$ cat src/rtl/sram_arb_pkg.sv
// ---------------------------------------------------------------------------
// sram_arb_pkg
// Shared definitions for the SRAM port arbiter:
//   - arb_state_e : arbiter FSM encoding (IDLE, IF_HI)
//   - req_id_t    : requester tag carried down the read-return pipeline
//                   (ID_NONE, ID_IO, ID_DM, ID_IF)
//   - GNT_*       : bit positions inside the one-hot grant vector
//   - RR_*        : round-robin pointer values (which of DM/IF is favoured)
//   - DEF_*       : default SRAM geometry (RA1SHD 1024x8)
// Optional feature macro used by the arbiter files: SRAM_ARB_RR_EN
// ---------------------------------------------------------------------------
package sram_arb_pkg;

  localparam int DEF_DATA_WIDTH = 8;
  localparam int DEF_ADDR_WIDTH = 10;

  typedef enum logic [0:0] {
    IDLE  = 1'b0,
    IF_HI = 1'b1
  } arb_state_e;

  typedef logic [1:0] req_id_t;

  localparam req_id_t ID_NONE = 2'd0;
  localparam req_id_t ID_IO   = 2'd1;
  localparam req_id_t ID_DM   = 2'd2;
  localparam req_id_t ID_IF   = 2'd3;

  localparam int GNT_IO = 0;
  localparam int GNT_DM = 1;
  localparam int GNT_IF = 2;

  localparam logic RR_DM = 1'b0;
  localparam logic RR_IF = 1'b1;

endpackage

$ cat src/rtl/sram_arb_sel.sv
// ---------------------------------------------------------------------------
// sram_arb_sel
// Combinational grant selector for the SRAM port arbiter.
// IO always has absolute priority. Between DM and IF:
//   SRAM_ARB_RR_EN defined   : round-robin, rr_ptr names the favoured port
//   SRAM_ARB_RR_EN undefined : fixed priority DM > IF, rr_ptr ignored
// Ports:
//   io_req, dm_req, if_req : requests from the three ports
//   rr_ptr                 : round-robin pointer (RR_DM / RR_IF)
//   gnt                    : one-hot grant, bit positions GNT_IO/GNT_DM/GNT_IF
// ---------------------------------------------------------------------------
module sram_arb_sel
  import sram_arb_pkg::*;
(
  input  logic       io_req,
  input  logic       dm_req,
  input  logic       if_req,
  input  logic       rr_ptr,
  output logic [2:0] gnt
);

`ifndef SRAM_ARB_RR_EN
  // Fixed-priority build has no use for the pointer.
  logic unused_rr_ptr_s;
  assign unused_rr_ptr_s = rr_ptr;
`endif

  // Pick exactly one requester (or none) for this cycle.
  always_comb begin
    gnt = 3'b000;
    if (io_req) begin
      gnt[GNT_IO] = 1'b1;
    end
`ifdef SRAM_ARB_RR_EN
    else if (dm_req && if_req) begin
      // Contention: the port not served last is the favoured one.
      if (rr_ptr == RR_DM) begin
        gnt[GNT_DM] = 1'b1;
      end else begin
        gnt[GNT_IF] = 1'b1;
      end
    end
`endif
    else if (dm_req) begin
      gnt[GNT_DM] = 1'b1;
    end else if (if_req) begin
      gnt[GNT_IF] = 1'b1;
    end else begin
      gnt = 3'b000;
    end
  end

endmodule

$ cat src/rtl/sram_port_arbiter.sv
// ---------------------------------------------------------------------------
// sram_port_arbiter
// Shares one single-port 1024x8 SRAM between the serial IO controller (IO),
// the CPU data port (DM, byte access) and the CPU instruction-fetch port
// (IF, 16-bit word fetched as two byte reads, low byte at the even address).
// Optional feature macro: SRAM_ARB_RR_EN (round-robin DM/IF arbitration).
// Ports:
//   CLK, RST                 : clock, synchronous active-high reset
//   IO_REQ/WE/A/D            : IO request, held until IO_GNT
//   IO_GNT/VLD/Q             : grant pulse, read-valid pulse, registered data
//   DM_*                     : same set for the CPU data port
//   IF_REQ/IF_A              : fetch request, word address
//   IF_GNT/IF_VLD/IF_Q       : grant at low-byte issue, valid pulse, word
//   CEN/WEN/A/D              : SRAM control/address/write data (issue cycle)
//   Q                        : SRAM read data, valid the cycle after issue
// Timing: GNT/CEN/WEN/A/D are combinational in the issue cycle d; byte reads
// return VLD/Q in d+2, fetches return IF_VLD/IF_Q in d+3.
// ---------------------------------------------------------------------------
module sram_port_arbiter
  import sram_arb_pkg::*;
#(
  parameter  int DATA_WIDTH  = DEF_DATA_WIDTH,
  parameter  int ADDR_WIDTH  = DEF_ADDR_WIDTH,
  localparam int INSTR_WIDTH = 2 * DATA_WIDTH
) (
  input  logic                   CLK,
  input  logic                   RST,
  input  logic                   IO_REQ,
  input  logic                   IO_WE,
  input  logic [ADDR_WIDTH-1:0]  IO_A,
  input  logic [DATA_WIDTH-1:0]  IO_D,
  output logic                   IO_GNT,
  output logic                   IO_VLD,
  output logic [DATA_WIDTH-1:0]  IO_Q,
  input  logic                   DM_REQ,
  input  logic                   DM_WE,
  input  logic [ADDR_WIDTH-1:0]  DM_A,
  input  logic [DATA_WIDTH-1:0]  DM_D,
  output logic                   DM_GNT,
  output logic                   DM_VLD,
  output logic [DATA_WIDTH-1:0]  DM_Q,
  input  logic                   IF_REQ,
  input  logic [ADDR_WIDTH-2:0]  IF_A,
  output logic                   IF_GNT,
  output logic                   IF_VLD,
  output logic [INSTR_WIDTH-1:0] IF_Q,
  output logic                   CEN,
  output logic                   WEN,
  output logic [ADDR_WIDTH-1:0]  A,
  output logic [DATA_WIDTH-1:0]  D,
  input  logic [DATA_WIDTH-1:0]  Q
);

  arb_state_e              state_q, state_d;
  logic [ADDR_WIDTH-2:0]   if_a_q, if_a_d;
  logic [ADDR_WIDTH-1:0]   a_q, a_d;
  logic [DATA_WIDTH-1:0]   wd_q, wd_d;
  req_id_t                 pend_id_q, pend_id_d;
  logic                    pend_hi_q, pend_hi_d;
  logic [DATA_WIDTH-1:0]   io_q_q, io_q_d;
  logic [DATA_WIDTH-1:0]   dm_q_q, dm_q_d;
  logic [INSTR_WIDTH-1:0]  if_q_q, if_q_d;
  logic                    io_vld_q, io_vld_d;
  logic                    dm_vld_q, dm_vld_d;
  logic                    if_vld_q, if_vld_d;

  logic                    cen_s, wen_s;
  logic                    io_gnt_s, dm_gnt_s, if_gnt_s;
  logic [2:0]              sel_gnt_s;
  logic                    rr_ptr_s;

  sram_arb_sel u_sel (
    .io_req (IO_REQ),
    .dm_req (DM_REQ),
    .if_req (IF_REQ),
    .rr_ptr (rr_ptr_s),
    .gnt    (sel_gnt_s)
  );

`ifdef SRAM_ARB_RR_EN
  logic rr_q, rr_d;

  // Round-robin pointer register.
  always_ff @(posedge CLK) begin
    if (RST) begin
      rr_q <= RR_DM;
    end else begin
      rr_q <= rr_d;
    end
  end

  // Favour the other port after every DM or IF grant; IO leaves it alone.
  always_comb begin
    rr_d = rr_q;
    if (!RST && (state_q == IDLE) && sel_gnt_s[GNT_DM]) begin
      rr_d = RR_IF;
    end else if (!RST && (state_q == IDLE) && sel_gnt_s[GNT_IF]) begin
      rr_d = RR_DM;
    end else begin
      rr_d = rr_q;
    end
  end

  assign rr_ptr_s = rr_q;
`else
  assign rr_ptr_s = RR_DM;
`endif

  // FSM next state, SRAM issue mux and read-return capture.
  always_comb begin
    state_d   = state_q;
    if_a_d    = if_a_q;
    a_d       = a_q;
    wd_d      = wd_q;
    pend_id_d = ID_NONE;
    pend_hi_d = 1'b0;
    io_q_d    = io_q_q;
    dm_q_d    = dm_q_q;
    if_q_d    = if_q_q;
    io_vld_d  = 1'b0;
    dm_vld_d  = 1'b0;
    if_vld_d  = 1'b0;
    cen_s     = 1'b1;
    wen_s     = 1'b1;
    io_gnt_s  = 1'b0;
    dm_gnt_s  = 1'b0;
    if_gnt_s  = 1'b0;

    if (RST) begin
      // Nothing issues and nothing in flight survives; the SRAM pins show
      // their reset values straight away.
      state_d = IDLE;
      if_a_d  = {(ADDR_WIDTH-1){1'b0}};
      a_d     = {ADDR_WIDTH{1'b0}};
      wd_d    = {DATA_WIDTH{1'b0}};
      io_q_d  = {DATA_WIDTH{1'b0}};
      dm_q_d  = {DATA_WIDTH{1'b0}};
      if_q_d  = {INSTR_WIDTH{1'b0}};
    end else begin
      // SRAM Q belongs to whatever read was issued last cycle.
      case (pend_id_q)
        ID_IO: begin
          io_q_d   = Q;
          io_vld_d = 1'b1;
        end
        ID_DM: begin
          dm_q_d   = Q;
          dm_vld_d = 1'b1;
        end
        ID_IF: begin
          if (pend_hi_q) begin
            if_q_d[INSTR_WIDTH-1:DATA_WIDTH] = Q;
            if_vld_d                         = 1'b1;
          end else begin
            if_q_d[DATA_WIDTH-1:0] = Q;
          end
        end
        default: begin
          pend_id_d = ID_NONE;
        end
      endcase

      case (state_q)
        IDLE: begin
          if (sel_gnt_s[GNT_IO]) begin
            io_gnt_s = 1'b1;
            cen_s    = 1'b0;
            wen_s    = ~IO_WE;
            a_d      = IO_A;
            if (IO_WE) begin
              wd_d = IO_D;
            end else begin
              pend_id_d = ID_IO;
            end
          end else if (sel_gnt_s[GNT_DM]) begin
            dm_gnt_s = 1'b1;
            cen_s    = 1'b0;
            wen_s    = ~DM_WE;
            a_d      = DM_A;
            if (DM_WE) begin
              wd_d = DM_D;
            end else begin
              pend_id_d = ID_DM;
            end
          end else if (sel_gnt_s[GNT_IF]) begin
            // Low byte now; the high byte is forced next cycle so the word
            // read cannot be split by another requester.
            if_gnt_s  = 1'b1;
            cen_s     = 1'b0;
            a_d       = {IF_A, 1'b0};
            if_a_d    = IF_A;
            pend_id_d = ID_IF;
            state_d   = IF_HI;
          end else begin
            state_d = IDLE;
          end
        end
        IF_HI: begin
          cen_s     = 1'b0;
          a_d       = {if_a_q, 1'b1};
          pend_id_d = ID_IF;
          pend_hi_d = 1'b1;
          state_d   = IDLE;
        end
        default: begin
          state_d = IDLE;
        end
      endcase
    end
  end

  // State, hold and return-pipeline registers.
  always_ff @(posedge CLK) begin
    if (RST) begin
      state_q   <= IDLE;
      if_a_q    <= {(ADDR_WIDTH-1){1'b0}};
      a_q       <= {ADDR_WIDTH{1'b0}};
      wd_q      <= {DATA_WIDTH{1'b0}};
      pend_id_q <= ID_NONE;
      pend_hi_q <= 1'b0;
      io_q_q    <= {DATA_WIDTH{1'b0}};
      dm_q_q    <= {DATA_WIDTH{1'b0}};
      if_q_q    <= {INSTR_WIDTH{1'b0}};
      io_vld_q  <= 1'b0;
      dm_vld_q  <= 1'b0;
      if_vld_q  <= 1'b0;
    end else begin
      state_q   <= state_d;
      if_a_q    <= if_a_d;
      a_q       <= a_d;
      wd_q      <= wd_d;
      pend_id_q <= pend_id_d;
      pend_hi_q <= pend_hi_d;
      io_q_q    <= io_q_d;
      dm_q_q    <= dm_q_d;
      if_q_q    <= if_q_d;
      io_vld_q  <= io_vld_d;
      dm_vld_q  <= dm_vld_d;
      if_vld_q  <= if_vld_d;
    end
  end

  assign CEN    = cen_s;
  assign WEN    = wen_s;
  assign A      = a_d;
  assign D      = wd_d;
  assign IO_GNT = io_gnt_s;
  assign DM_GNT = dm_gnt_s;
  assign IF_GNT = if_gnt_s;
  assign IO_VLD = io_vld_q;
  assign DM_VLD = dm_vld_q;
  assign IF_VLD = if_vld_q;
  assign IO_Q   = io_q_q;
  assign DM_Q   = dm_q_q;
  assign IF_Q   = if_q_q;

endmodule
$ cat config.mk
export PLATFORM = sky130hd
export DESIGN_NAME = sram_port_arbiter
export DESIGN_NICKNAME = d
export VERILOG_FILES = /design/src/rtl/sram_arb_pkg.sv /design/src/rtl/sram_arb_sel.sv /design/src/rtl/sram_port_arbiter.sv
export SDC_FILE = /design/constraint.sdc
export NUM_CORES = 1
export LEC_CHECK = 0
export BUFFER_PORTS_ARGS = -buffer_cell sky130_fd_sc_hd__buf_2
export CELL_PAD_IN_SITES_DETAIL_PLACEMENT = 0
export CELL_PAD_IN_SITES_GLOBAL_PLACEMENT = 1
export CORE_MARGIN = 2
export CORE_UTILIZATION = 35
export CTS_CLUSTER_SIZE = 40
export DETAILED_ROUTE_END_ITERATION = 8
export GPL_TIMING_DRIVEN = 0
export PLACE_DENSITY_LB_ADDON = 0.25
export RECOVER_POWER = 100
export REMOVE_ABC_BUFFERS = 1
export SETUP_SLACK_MARGIN = 0.1
export SLEW_MARGIN = 10
export SYNTH_ARGS = -nofsm -noshare
export SYNTH_HDL_FRONTEND = slang
export SYNTH_SLANG_ARGS = --single-unit
$ cat constraint.sdc
create_clock -name CLK -period 1.9 [get_ports CLK]
set_clock_uncertainty 0.2 [all_clocks]
set_input_delay 0.285 -clock CLK [delete_from_list [all_inputs] [get_ports CLK]]
set_output_delay 0.285 -clock CLK [all_outputs]
set_load 0.005 [all_outputs]
==> results.sh, run 1 <==
export IMPL_drtIter0Drc=96
export IMPL_start_util_pct=35.7
export IMPL_synth_cells=369
export IMPL_synth_edf_count=0
export IMPL_fin_crit_sh_pct=111
export IMPL_finalWorstSetupSlack_ns=-0.203
export IMPL_diodes=0
export IMPL_place_inst=563
export IMPL_fp_row_count=34
export IMPL_synth_warnings=0
export IMPL_ys_seq_elements=66
export IMPL_nets=547
export IMPL_drive_gt1_share_pct=37.8
export IMPL_tns_ns=-2.71
export IMPL_core_mm2=0.00864
export IMPL_powerDensity_mw_per_mm2=816
export IMPL_die_area_mm2=0.00957
export IMPL_synth_area_leaders="dfxtp_1, nand2_1, a21oi_1"
export IMPL_crit_path_end_kind="output pin"
export IMPL_synthArstFlopShare_pct=0
export IMPL_ant_nets=0
export IMPL_ys_seq_area_share_pct=42.9
export IMPL_ioPinCount=118
export IMPL_fin_crit_ns=2.10
export IMPL_grt_pass1_wl_mm=14.1
export IMPL_synth_area_mm2=0.00308
export IMPL_die_h_um=97.8
export IMPL_cp_max_fo=7
export IMPL_yosys_cell_types_count=34
export IMPL_synth_top_area_share_pct=42.9
export IMPL_worstSetupStartpointType="flip-flop"
export IMPL_hold_viol_final=0
export IMPL_yosys_area_top_type="dfxtp_1"
export IMPL_hp_class="input pin to flip-flop"
export IMPL_p_int_mw=2.55
export IMPL_vias=3080
export IMPL_grt_max_degree=84
export IMPL_first_pass_iters=4
export IMPL_worst_slew_pin_slew_ns=0.649
export IMPL_antenna_found_initial=0
export IMPL_drc=0
export IMPL_clk_pin_slew_ns=0.08
export IMPL_avgSynthCellArea_um2=8.35
export IMPL_clk_path_buf_depth=2
export IMPL_grt_pass1_vias=2937
export IMPL_grt_use_total_pct=18.0
export IMPL_cts_root_buf="clkbuf_8"
export IMPL_die_w_um=97.8
export IMPL_power_total_mw=3.40
export IMPL_p_comb_share_pct=14.3
export IMPL_maxCapViolations=0
export IMPL_setup_violations_final=21
export IMPL_p_leak_nw=1.77
export IMPL_slowest_stage="or4_4"
export IMPL_critPathMaxStageDelay_ns=0.54
export IMPL_path_class="flip-flop to output pin"
export IMPL_synth_ff_type="dfxtp_1"
export IMPL_synth_commonest_cells="nand2_1, dfxtp_1, a21oi_1"
export IMPL_cts_htree_levels=3
export IMPL_syn2layout_area_growth_pct=35.3
export IMPL_crit_required_ns=1.41
export IMPL_rsz0062_at_grt="yes"
export IMPL_fmaxAchievable_mhz=475
export IMPL_fin_cells=600
export IMPL_pwr_share_seq_pct=43.6
export IMPL_post_synth_top_count_cell="nand2_1"
export IMPL_io_buffers=117
export IMPL_violations="setup timing"
export IMPL_cts_sinks=66
export IMPL_dp_hpwl_mm=5.55
export IMPL_numCtsBuffers=9
export IMPL_outcome="finished with violations"
export IMPL_grt_ovfl_total=0
export IMPL_fin_area_mm2=0.00417
export IMPL_path_cells="or4_4, nor2_4, nor4_2, buf_2"
export IMPL_switching_share_pct=24.9
export IMPL_place_congestion=0.741
export IMPL_max_vdd_ir_drop_v=0.000376
export IMPL_p_sw_mw=0.847
export IMPL_wl_per_cell_um=14.3
export IMPL_power_frac_clock_pct=42.1
export IMPL_r2r_slack_ns=0.18
export IMPL_finalWirelength_mm=8.59
export IMPL_via_per_inst=5.13
export IMPL_cts_tree="done"
export IMPL_arrival_ns=1.62
export IMPL_dpl_cell_area_mm2=0.00363
export IMPL_clock_latency_ns=0.34
export IMPL_max_slew_margin_pct=56.7
export IMPL_fin_hold_ws_ns=0.0230
export IMPL_slew_violations=0
==> timing repair <==
| item | 4_1_cts | 5_1_grt |
|---|---|---|
| gates resized for setup | 19 | 9 |
| pin swaps | 8 | 7 |
| cloned | 3 | 0 |
| setup buffers | 8 | 2 |
| setup endpoints to repair | 49 | 31 |
| hold endpoints to repair | 8 | 0 |
| hold buffers | 8 | 0 |
==> critical path: cells and delay by family (launching register included) <==
family	cells	cell delay (ns)
simple gates	3	0.74
flops	1	0.38
buf+inv	1	0.16
==> cell type report <==
cell class / count / area (µm²)
fillers: 885 / 4470
multi-input cells: 274 / 1690
flip-flops and latches: 66 / 1330
repair buffers: 135 / 767
well taps: 108 / 135
clock buffers: 10 / 128
clock inverters: 6 / 114
inverters: 1 / 7.51
==> per-stage QoR <==
step | utilization, % | setup slack [ns]
after floorplan | - | 0.0846
after global placement | 42.0 | -0.880
after detailed placement | 42.1 | -0.632
after CTS | 47.6 | -0.204
after global routing | 48.3 | -0.270
final | 48.3 | -0.203
==> worst paths after layout <==
kind	startpoint	cells after the start	endpoint
setup / recovery	state_q$_SDFF_PP0_	4	A[1]
setup reg to reg	state_q$_SDFF_PP0_	5	if_a_q[1]$_SDFFE_PP0P_
hold reg to reg	IO_Q[1]$_SDFFE_PP0P_	2	IO_Q[1]$_SDFFE_PP0P_
hold / removal	IF_A[1]	3	if_a_q[1]$_SDFFE_PP0P_
==> flip-flops by register name (all words and copies together), names as in the netlist <==
name / flops
pend_hi_q: 1
if_a_q: 9
IF_Q: 16
wd_q: 8
a_q: 10
DM_Q: 8
pend_id_q: 2
state_q: 1
IO_Q: 8
IO_VLD: 1
DM_VLD: 1
IF_VLD: 1
==> routing by layer <==
metal	global-route usage (%)	share of wire, %	routed length, µm	vias up
met5	0	0	0	-
met4	4.59	1.4	123	0
met3	5.51	6.0	511	12
met2	29.5	46	3950	95
met1	23.3	47	4000	1430
li1	-	-	-	1543
==> cells by family (layout without fill, tap and decap cells) <==
group                  Yosys count  count (layout)  share of synthesized area [%]
muxes                            8               8                           2.60
and+or+nand+nor                175             176                           31.2
AOI/OAI and AO/OA               88              90                           17.7
buffers and inverters           32             152                           5.65
DFF                             66              66                           42.9
==> cell usage in the layout (no fill, tap or decap), types with 7 or more instances in the layout <==
cell type and instances:
a21oi_1 43, o221ai_1 7, nand2b_1 15, nor2b_1 10, buf_4 8, buf_2 114, nor2_4 9, clkbuf_8 9
mux2i_1 8, nor4_1 15, dlygate4sd3_1 8, o22ai_1 16, or3b_2 9, o211ai_1 16, dfxtp_1 65, or2_2 8
nand2_1 74, nor2_1 15
==> power by group through the flow <==
stage	registers (mW)	logic, mW	clock network, mW
after global placement	1.51	0.427	0
after CTS	1.48	0.478	1.48
after floorplan	1.51	0.214	0
after global routing	1.49	0.537	1.55
after detailed placement	1.52	0.432	0
final	1.48	0.486	1.43
Note: power is estimated with default switching activity, not from simulation.
==> run 2: changes to the inputs <==
--- a/config.mk
+++ b/config.mk
@@ -5,15 +5,16 @@
 export SDC_FILE = /design/constraint.sdc
 export NUM_CORES = 1
 export LEC_CHECK = 0
+export ABC_AREA = 1
 export BUFFER_PORTS_ARGS = -buffer_cell sky130_fd_sc_hd__buf_2
 export CELL_PAD_IN_SITES_DETAIL_PLACEMENT = 0
 export CELL_PAD_IN_SITES_GLOBAL_PLACEMENT = 1
 export CORE_MARGIN = 2
-export CORE_UTILIZATION = 35
+export CORE_UTILIZATION = 33
 export CTS_CLUSTER_SIZE = 40
 export DETAILED_ROUTE_END_ITERATION = 8
 export GPL_TIMING_DRIVEN = 0
-export PLACE_DENSITY_LB_ADDON = 0.25
+export PLACE_DENSITY = 0.78
 export RECOVER_POWER = 100
 export REMOVE_ABC_BUFFERS = 1
 export SETUP_SLACK_MARGIN = 0.1
==> run 2 against run 1 <==
The flow now finishes without violations. Die area up 2.1%. Clock power is 15% lower. Synthesized area shrank 3.7%. Fmax is 12% higher. First-iteration DRC count increased by 3.1%. Non-clock buffer count shrank 15. Via count rose by 0.13%. Wire length decreased by 0.75%. Synthesized cell count up 22%.
==> results.sh, run 2 <==
export IMPL_outcome="complete, no violations"
export IMPL_synth_edf_count=0
export IMPL_fin_hold_ws_ns=0.0395
export IMPL_fmaxAchievable_mhz=531
export IMPL_hp_start="DM_A[0]"
export IMPL_die_w_um=98.8
export IMPL_avgSynthCellArea_um2=6.61
export IMPL_antenna_found_initial=0
export IMPL_ant_nets=0
export IMPL_yosys_cell_types_count=23
export IMPL_cp_max_fo=5
export IMPL_hold_buffers=0
export IMPL_synth_ff_type="dfxtp_1"
export IMPL_worst_slew_pin_slew_ns=0.362
export IMPL_yosys_area_top_type="dfxtp_1"
export IMPL_max_slew_margin_pct=75.9
export IMPL_maxCapViolations=0
export IMPL_grt_ovfl_total=0
export IMPL_hold_path_endpoint="a_q[0]$_SDFF_PP0_"
export IMPL_ys_seq_area_share_pct=44.5
export IMPL_p_int_mw=2.27
export IMPL_start_util_pct=34.0
export IMPL_drtIter0Drc=99
export IMPL_cts_root_buf="clkbuf_8"
export IMPL_worstSetupStartpointType="flip-flop"
export IMPL_dp_hpwl_mm=5.84
export IMPL_numCtsBuffers=9
export IMPL_fin_cells=681
export IMPL_powerDensity_mw_per_mm2=804
export IMPL_hold_viol_final=0
export IMPL_r2r_cells=5
export IMPL_switching_share_pct=28.9
export IMPL_grt_use_total_pct=17.6
export IMPL_path_class="flip-flop to output pin"
export IMPL_synth_warnings=0
export IMPL_preCtsSetupSlack_ns=-0.630
export IMPL_dpl_cell_area_mm2=0.00360
export IMPL_r2r_start="pend_id_q[0]$_SDFF_PP0_"
export IMPL_holdPathStages=3
export IMPL_pwr_share_seq_pct=46.8
export IMPL_max_vdd_ir_drop_v=0.000418
export IMPL_rsz0062_at_grt="yes"
export IMPL_via_per_inst=4.53
export IMPL_fin_crit_sh_pct=99.2
export IMPL_diodes=0
export IMPL_die_h_um=98.8
export IMPL_r2r_slack_ns=0.41
export IMPL_hp_class="input pin to flip-flop"
export IMPL_cts_sinks=66
export IMPL_synth_area_mm2=0.00297
export IMPL_ioPinCount=118
export IMPL_layout_commonest_cell="buf_2"
export IMPL_crit_required_ns=1.41
export IMPL_grt_pass1_vias=2917
export IMPL_vias=3084
export IMPL_crit_path_end_kind="output pin"
export IMPL_p_sw_mw=0.922
export IMPL_synth_top_area_share_pct=44.5
export IMPL_p_leak_nw=2.12
export IMPL_cts_htree_levels=3
export IMPL_arrival_ns=1.40
export IMPL_first_pass_iters=4
export IMPL_cts_tree="done"
export IMPL_reg2reg_to="IO_Q[2]$_SDFFE_PP0P_"
export IMPL_clock_latency_ns=0.34
export IMPL_place_congestion=0.782
export IMPL_ys_seq_elements=66
export IMPL_drc=0
export IMPL_p_comb_share_pct=15.2
export IMPL_finalWirelength_mm=8.52
export IMPL_drive_gt1_share_pct=29.7
export IMPL_synth_commonest_cells="nor2_1, nand2_1, dfxtp_1"
export IMPL_post_synth_top_count_cell="nor2_1"
export IMPL_finalWorstSetupSlack_ns=0.0157
export IMPL_power_frac_clock_pct=38.0
export IMPL_mostFrequentLayoutCells="buf_2, nor2_1, nand2_1"
export IMPL_clk_path_buf_depth=2
export IMPL_nets=628
export IMPL_fp_row_count=34
export IMPL_synth_cells=449
export IMPL_fin_area_mm2=0.00397
export IMPL_place_inst=660
export IMPL_slew_violations=0
export IMPL_core_mm2=0.00872
export IMPL_final_util_pct=45.5
export IMPL_synthArstFlopShare_pct=0
export IMPL_syn2layout_area_growth_pct=33.8
export IMPL_clk_pin_slew_ns=0.07
export IMPL_largest_register_ffs=16
export IMPL_io_buffers=117
export IMPL_setup_violations_final=0
export IMPL_grt_max_degree=55
export IMPL_wl_per_cell_um=12.5
export IMPL_die_area_mm2=0.00976
export IMPL_fin_crit_ns=1.88
export IMPL_grt_pass1_wl_mm=13.8
export IMPL_synth_area_leaders="dfxtp_1, nor2_1, nand2_1"
run 2: changes by cell type after synthesis, sizes merged, moves of 10 or more:
cell	delta
a21oi	-33
nand2b	-16
o22ai	-16
nor2b	-10
o21ai	+52
o211ai	-16
nor2	+101
nor4	-18
nand3	+18
inv	+42
nand2	+39
run 2: cell families (layout without fill, tap and decap cells):
group / count (synthesis) / count (layout) / share of synthesized area [%]
and+or+nand+nor: 260 / 262 / 35.8
DFF: 66 / 66 / 44.5
AOI/OAI and AO/OA: 64 / 64 / 10.9
buffers and inverters: 59 / 181 / 8.81
run 2: layout make-up:
type | instances | area [µm²]
Fill cell | 936 | 4750
Multi-Input combinational cell | 326 | 1500
Sequential cell | 66 | 1330
Timing Repair Buffer | 120 | 621
Inverter | 45 | 189
Tap cell | 108 | 135
Clock buffer | 9 | 124
Clock inverter | 7 | 76.3
run 2: power by group through the flow:
stage                     logic, mW  registers, mW  clock network (mW)
after floorplan               0.233           1.52                   0
after global placement        0.444           1.52                   0
after detailed placement      0.447           1.53                   0
after CTS                     0.477           1.49                1.24
after global routing          0.555           1.50                1.32
final                         0.484           1.49                1.21
run 2: timing repair:
action	4_1_cts	5_1_grt
setup buffers	2	1
setup endpoints to repair	33	19
pin swaps	3	3
gates resized for setup	28	14
cloned	1	1
run 2: critical path, cell delays in order, from the launching register on:
cell	delay, ns
dfxtp_4	0.39
nor2_4	0.18
nand2_2	0.15
nor2_1	0.16
nor2_1	0.06
buf_2	0.12
run 2: worst max-delay path by stage:
| stage | cells after the start | slack (ns) | start | end |
|---|---|---|---|---|
| 5_1_grt | 8 | -0.09 | state_q$_SDFF_PP0_ | A[1] |
| 2_1_floorplan | 4 | 0.13 | state_q$_SDFF_PP0_ | A[1] |
| 4_1_cts | 6 | -0.003 | state_q$_SDFF_PP0_ | D[1] |
| 3_3_place_gp | 5 | -0.66 | state_q$_SDFF_PP0_ | A[1] |
| 3_5_place_dp | 5 | -0.63 | state_q$_SDFF_PP0_ | A[1] |
| 6_report | 5 | 0.02 | state_q$_SDFF_PP0_ | A[2] |
run 2: stage by stage:
stage          setup TNS, ns  total power [mW]
2_1_floorplan              0              1.76
3_3_place_gp          -10.02              1.97
3_5_place_dp           -9.53              1.97
4_1_cts             -0.00317              3.21
5_1_grt               -0.945              3.38
6_report                   0              3.19
run 2: layer usage:
metal | part of all wire [%] | vias to the layer above | GRT usage (%)
met5 | 0 | - | 0
met4 | 1.5 | 0 | 5.48
met3 | 7.9 | 11 | 5.04
met2 | 44 | 115 | 28.2
met1 | 47 | 1325 | 22.9
li1 | - | 1633 | -
